[config.mk]
export PLATFORM = sky130hd
export DESIGN_NAME = mult_acc_stage
export DESIGN_NICKNAME = d
export VERILOG_FILES = /design/src/rtl/mult_acc_stage.sv
export SDC_FILE = /design/constraint.sdc
export NUM_CORES = 1
export LEC_CHECK = 0
export ABC_AREA = 1
export CORE_MARGIN = 1
export CORE_UTILIZATION = 50
export DETAILED_ROUTE_END_ITERATION = 12
export HOLD_SLACK_MARGIN = 0.15
export PLACE_DENSITY = 0.77
export SLEW_MARGIN = 20
export SYNTH_ARGS = -nofsm -noshare
export SYNTH_HDL_FRONTEND = slang
export SYNTH_SLANG_ARGS = --single-unit
[constraint.sdc]
create_clock -name clk -period 1.7 [get_ports clk]
set_clock_uncertainty 0.05 [all_clocks]
set_input_delay 0.34 -clock clk [delete_from_list [all_inputs] [get_ports clk]]
set_output_delay 0.34 -clock clk [all_outputs]
set_load 0.02 [all_outputs]
[src/rtl/mult_acc_stage.sv]
// Accumulate stage behind the 8x8 multiplier: sums a vector of 16-bit products and returns sum/count/overflow.
// Define MULT_ACC_SAT_EN to clamp the accumulator on overflow; by default it wraps modulo 2^ACC_W.
`timescale 1ns/1ps
module mult_acc_stage #(
    parameter int ACC_W = 24,
    parameter int CNT_W = 8
) (
    input  logic             clk,
    input  logic             rst_n,
    input  logic             in_valid,
    output logic             in_ready,
    input  logic [15:0]      in_product,
    input  logic             in_last,
    output logic             out_valid,
    input  logic             out_ready,
    output logic [ACC_W-1:0] out_acc,
    output logic [CNT_W-1:0] out_count,
    output logic             out_ovf
);

    localparam logic [1:0] ST_IDLE = 2'd0;
    localparam logic [1:0] ST_ACC  = 2'd1;
    localparam logic [1:0] ST_HOLD = 2'd2;

    localparam int               PAD_W   = ACC_W + 1 - 16;
    localparam logic [ACC_W-1:0] ACC_MAX = {ACC_W{1'b1}};
    localparam logic [ACC_W-1:0] ACC_ZERO = {ACC_W{1'b0}};
    localparam logic [CNT_W-1:0] CNT_MAX = {CNT_W{1'b1}};
    localparam logic [CNT_W-1:0] CNT_ZERO = {CNT_W{1'b0}};
    localparam logic [CNT_W-1:0] CNT_ONE = {{(CNT_W-1){1'b0}}, 1'b1};

    logic [1:0]       state_q,     state_d;
    logic [ACC_W-1:0] acc_q,       acc_d;
    logic [CNT_W-1:0] count_q,     count_d;
    logic             ovf_q,       ovf_d;
    logic             in_ready_q,  in_ready_d;
    logic             out_valid_q, out_valid_d;
    logic [ACC_W-1:0] out_acc_q,   out_acc_d;
    logic [CNT_W-1:0] out_count_q, out_count_d;
    logic             out_ovf_q,   out_ovf_d;

    logic             beat_s;
    logic [ACC_W:0]   sum_s;
    logic             ovf_next_s;
    logic [ACC_W-1:0] acc_next_s;
    logic [CNT_W-1:0] count_next_s;

    // Saturating beat counter increment.
    function automatic logic [CNT_W-1:0] count_inc(input logic [CNT_W-1:0] cnt);
        logic [CNT_W-1:0] res;
        if (cnt == CNT_MAX) begin
            res = cnt;
        end else begin
            res = cnt + CNT_ONE;
        end
        return res;
    endfunction

    // Datapath for one accepted beat: widened add, sticky carry, wrap or clamp.
    always_comb begin
        beat_s       = in_valid & in_ready_q;
        sum_s        = {1'b0, acc_q} + {{PAD_W{1'b0}}, in_product};
        ovf_next_s   = ovf_q | sum_s[ACC_W];
`ifdef MULT_ACC_SAT_EN
        // once clamped, the accumulator stays pinned for the rest of the vector
        if (ovf_next_s) begin
            acc_next_s = ACC_MAX;
        end else begin
            acc_next_s = sum_s[ACC_W-1:0];
        end
`else
        acc_next_s   = sum_s[ACC_W-1:0];
`endif
        count_next_s = count_inc(count_q);
    end

    // Control FSM and next-state values for every register.
    always_comb begin
        state_d     = state_q;
        acc_d       = acc_q;
        count_d     = count_q;
        ovf_d       = ovf_q;
        out_valid_d = out_valid_q;
        out_acc_d   = out_acc_q;
        out_count_d = out_count_q;
        out_ovf_d   = out_ovf_q;
        case (state_q)
            ST_IDLE, ST_ACC: begin
                if (beat_s) begin
                    acc_d   = acc_next_s;
                    count_d = count_next_s;
                    ovf_d   = ovf_next_s;
                    if (in_last) begin
                        state_d     = ST_HOLD;
                        out_valid_d = 1'b1;
                        out_acc_d   = acc_next_s;
                        out_count_d = count_next_s;
                        out_ovf_d   = ovf_next_s;
                    end else begin
                        state_d = ST_ACC;
                    end
                end else begin
                    state_d = state_q;
                end
            end
            ST_HOLD: begin
                if (out_ready) begin
                    state_d     = ST_IDLE;
                    acc_d       = ACC_ZERO;
                    count_d     = CNT_ZERO;
                    ovf_d       = 1'b0;
                    out_valid_d = 1'b0;
                    out_acc_d   = ACC_ZERO;
                    out_count_d = CNT_ZERO;
                    out_ovf_d   = 1'b0;
                end else begin
                    state_d = ST_HOLD;
                end
            end
            default: begin
                state_d     = ST_IDLE;
                acc_d       = ACC_ZERO;
                count_d     = CNT_ZERO;
                ovf_d       = 1'b0;
                out_valid_d = 1'b0;
                out_acc_d   = ACC_ZERO;
                out_count_d = CNT_ZERO;
                out_ovf_d   = 1'b0;
            end
        endcase
        in_ready_d = (state_d != ST_HOLD);
    end

    // State registers with synchronous active-low reset.
    always_ff @(posedge clk) begin
        if (!rst_n) begin
            state_q     <= ST_IDLE;
            acc_q       <= ACC_ZERO;
            count_q     <= CNT_ZERO;
            ovf_q       <= 1'b0;
            in_ready_q  <= 1'b1;
            out_valid_q <= 1'b0;
            out_acc_q   <= ACC_ZERO;
            out_count_q <= CNT_ZERO;
            out_ovf_q   <= 1'b0;
        end else begin
            state_q     <= state_d;
            acc_q       <= acc_d;
            count_q     <= count_d;
            ovf_q       <= ovf_d;
            in_ready_q  <= in_ready_d;
            out_valid_q <= out_valid_d;
            out_acc_q   <= out_acc_d;
            out_count_q <= out_count_d;
            out_ovf_q   <= out_ovf_d;
        end
    end

    // in_ready is forced low while reset is held so no beat is offered into a resetting stage.
    assign in_ready  = in_ready_q & rst_n;
    assign out_valid = out_valid_q;
    assign out_acc   = out_acc_q;
    assign out_count = out_count_q;
    assign out_ovf   = out_ovf_q;

endmodule

==> impl_summary.log, run 1 <==
INFO  metric timing.critical_path.to_type = register
INFO  metric avgSynthCellArea = approximately 6.6 µm²
INFO  metric dp_cells = 799
INFO  metric required = approximately 1900 ps
INFO  metric synth_largest_area_cell = dfxtp_1
INFO  metric route.detailed.vias_per_inst = ~6
INFO  metric design.die.area = 8500 µm²
INFO  metric layout.filler_cells = about 480
INFO  metric finalHoldViolations = 0
INFO  metric cts_made_buffers = 9
INFO  metric die_width = between 90 and 100 µm
INFO  metric setup_total_negative_slack = -4430 ps
INFO  metric cts_root_buf = clkbuf_8
INFO  metric final_max_slew_viol_count = 0
INFO  metric fp-row-count = 32
INFO  metric clk_pin_slew = 80 ps
INFO  metric critical_path.n_buffers_inverters = 1
INFO  metric drive_gt1_share = 36.6%
INFO  metric max-clock-path-buffers = 2
INFO  metric drt-total-wl = roughly 16 mm
INFO  metric place_congestion = between 0.9 and 1
INFO  metric run_status = finished with violations
INFO  metric ff2ff_setup_slack = -210 ps
INFO  metric num_io_pins = 56
INFO  metric num_vias = around 5000
INFO  metric grt_usage = ~29%
INFO  metric worst_ir_drop_vdd = between 0.6 and 0.7 mV
INFO  metric diodes = 0
INFO  metric final-instance-count-excl-fill = between 800 and 900
INFO  metric first_iter_violations = 571
INFO  metric worst_skew_pair.late_latency = roughly 360 ps
INFO  metric fp.dieH = approximately 92 µm
INFO  metric overflow = 0
INFO  metric grt_setup_unrepaired = yes
INFO  metric number_of_antenna_violations_at_the_first_check_in_global_routing = 0
INFO  metric grt_pass1_wl = about 20 mm
INFO  metric clock_tree.htree_level_count = 3
INFO  metric grt_util_met1 = between 30 and 40%
INFO  metric detail_route.wl_per_cell = 18.8 µm
INFO  metric cpLargestDelayFamily = simple AND/OR/NAND/NOR gates
INFO  metric max_freq = between 0.5 and 0.6 GHz
INFO  metric grt_max_degree = 36
INFO  metric dpl_cell_area = between 5000 and 6000 µm²
INFO  metric synth_cell_types = 32
INFO  metric fin_crit_sh = 112%
INFO  metric finalCoreUtilization = 79.5%
INFO  metric detailedRoute.firstPassIterationCount = 10
INFO  metric worstSetupPathType = reg2reg
INFO  metric cts.hold.buffers_added = 0
INFO  metric synth.net_count = approximately 650
INFO  metric synthesis.yosys.warnings = 0
INFO  metric initial_utilization = about 52%
INFO  metric critical_path_arrival = 2150 ps
INFO  metric timing.final.crit_period = between 1500 and 2000 ps
INFO  metric number_of_enable_flip_flop_cells_after_synthesis = 0
INFO  metric core_region_area = a little under 8000 µm²
INFO  metric cellLeakagePower = roughly 2.9 nW
INFO  metric met2_usage = between 50% and 60%
INFO  metric detail-route-antenna-nets = 0
INFO  metric pre_cts_ws = -725 ps
INFO  metric worst_hold_path_type = reg2reg
INFO  metric groute.layer.met3.usage = 5.22%
INFO  metric worstPathCellList = ha_4 -> nand2_2 -> inv_1 -> nand2_1 -> nand2_1 -> nand2_1 -> nand3_2 -> nand2_2 -> nand3_1 -> nand3_2 -> a21oi_2
INFO  metric seq_area = between 1000 and 1500 µm²
INFO  metric yosysSeqAreaShare = approximately a third
INFO  metric maxCapViolations = 0
INFO  metric vias_in_the_first_global_route = ~4400
INFO  metric synth_top_cells_by_count = nand2_1 (153), a21oi_1 (79), o21ai_0 (71)
INFO  metric fin_area = around 6200 µm²
INFO  metric yosys_register_bits = 70
INFO  metric p_per_area = between 1000 and 1500 nW/µm²
INFO  metric post-synth-top-area-fraction = between 30% and 40%
INFO  metric finalNetCount = 756
INFO  metric netlist_area = slightly above 4000 µm²
INFO  metric ys_top_cells_by_area = dfxtp_1 (34%), nand2_1 (14%), a21oi_1 (9.7%)
INFO  metric worst_path_most_repeated_cell = nand2_1
INFO  metric timing.max_slew.rel_slack = 75.0%
INFO  metric post-dp-hpwl = 8.19 mm
INFO  metric route.detailed.drc = 1
INFO  metric area.growth.synth_to_final = 52.6%
INFO  metric cts_tree = yes
INFO  metric numPortBuffers = 55
INFO  metric tightest_slew = ~370 ps
INFO  metric timing.final.ws_setup = -208 ps
INFO  metric async_flop_share = 0%
INFO  metric worst_path_max_delay_cell = dfxtp_2
INFO  metric multi_input_area = 3100 µm²
INFO  metric delay_of_the_slowest_cell_on_the_worst_path = roughly 340 ps
INFO  metric violations_in_the_final_reports = design-rule violations, negative setup slack
INFO  metric syn_inst = about 620
INFO  metric setup.worst_path.start_class = register
INFO  metric tritoncts_num_sinks = 70
INFO  metric gr-max-usage-layer = met2
INFO  metric worstPathMaxFanout = 5
INFO  metric yosys.cell_count.top_type = nand2_1
INFO  metric setup_viol = 42
INFO  metric synth-main-ff-cell = dfxtp_1
-- repair_timing --
action	4_1_cts	5_1_grt
buffers inserted	1	10
setup endpoints to repair	64	73
gates cloned	0	0
pin swaps	13	53
gates resized for setup	111	167
-- sequential cells by signal, summed over array words and instances, names as in the netlist --
signal	count
out_valid	1
acc_q	24
out_ovf	1
state_q	2
ovf_q	1
out_acc	24
out_count	8
in_ready_q	1
count_q	8
-- worst min-delay path, delay by kind of cell (launching register included) --
family           cells  cell delay [ps]
flip-flops           1              330
AND/OR/NAND/NOR      2              120
-- logic make-up (layout without fill, tap and decap cells) --
| family | Yosys count | after routing | synth area share (%) |
|---|---|---|---|
| buffers and inverters | 93 | 200 | 10.5 |
| and+or+nand+nor | 278 | 278 | 29.8 |
| xor gates and xnor gates | 1 | 1 | 0.215 |
| adders and majority gates | 18 | 18 | 5.72 |
| AOI/OAI and AO/OA | 155 | 155 | 19.3 |
| DFF | 70 | 70 | 34.5 |
-- per-layer routing --
layer,wire length (µm),up-vias
li1,-,2223
met1,5740,2248
met2,7400,351
met3,1370,112
met4,1000,0
met5,0,-
-- power breakdown --
group	internal [W]	total, W	switching [W]
logic	0.00123	0.00304	0.00181
registers	0.00189	0.00211	0.000220
clock network	0.000874	0.00159	0.000712
total	0.00399	0.00674	0.00275
-- stage by stage --
stage                     hold slack [ps]  total power, W
after floorplan                       407         0.00338
after global placement                409         0.00416
after detailed placement              416         0.00422
after CTS                             429         0.00603
after global routing                  453         0.00703
final                                 431         0.00674
-- cell usage in the layout (no fill, tap or decap), drive strengths merged --
master         instances
a21oi                 79
and2                   2
and3                   1
buf                   58
bufinv                 2
clkbuf                10
clkdlybuf4s15          1
clkdlybuf4s50          5
clkinv                 2
clkinvlp               2
dfxtp                 70
dlygate4sd2           33
dlymetal6s2s          16
fa                     1
ha                    17
inv                   71
nand2                156
nand3                 40
nand3b                 5
nand4                  7
nor2                  55
nor3                   5
nor3b                  1
o211ai                 2
o21a                   1
o21ai                 72
o31ai                  1
or2                    5
or3                    1
xnor2                  1
-- path summary, 6_finish.rpt --
kind,startpoint,endpoint,cells past startpoint
min reg2reg,out_acc[2]$_SDFFE_PN0P_,out_acc[2]$_SDFFE_PN0P_,2
max reg2reg,acc_q[3]$_SDFFE_PN0P_,out_acc[17]$_SDFFE_PN0P_,11
max,acc_q[3]$_SDFFE_PN0P_,out_acc[17]$_SDFFE_PN0P_,11
min,out_acc[2]$_SDFFE_PN0P_,out_acc[2]$_SDFFE_PN0P_,2
-- cell type report --
class | count | area share, %
multi-input cells | 452 | 50.0
flip-flops and latches | 70 | 23.0
clock inverters | 6 | 1.49
repair buffers | 113 | 17.0
clock buffers | 10 | 2.22
well taps | 102 | 2.06
inverters | 71 | 4.29
(Power assumes the default switching activity.)
==> inputs of run 2 (changes only) <==
- CAP_MARGIN: unset -> 40
==> results of run 2 <==
Final layout, timing and power as in run 1 (identical DEF).
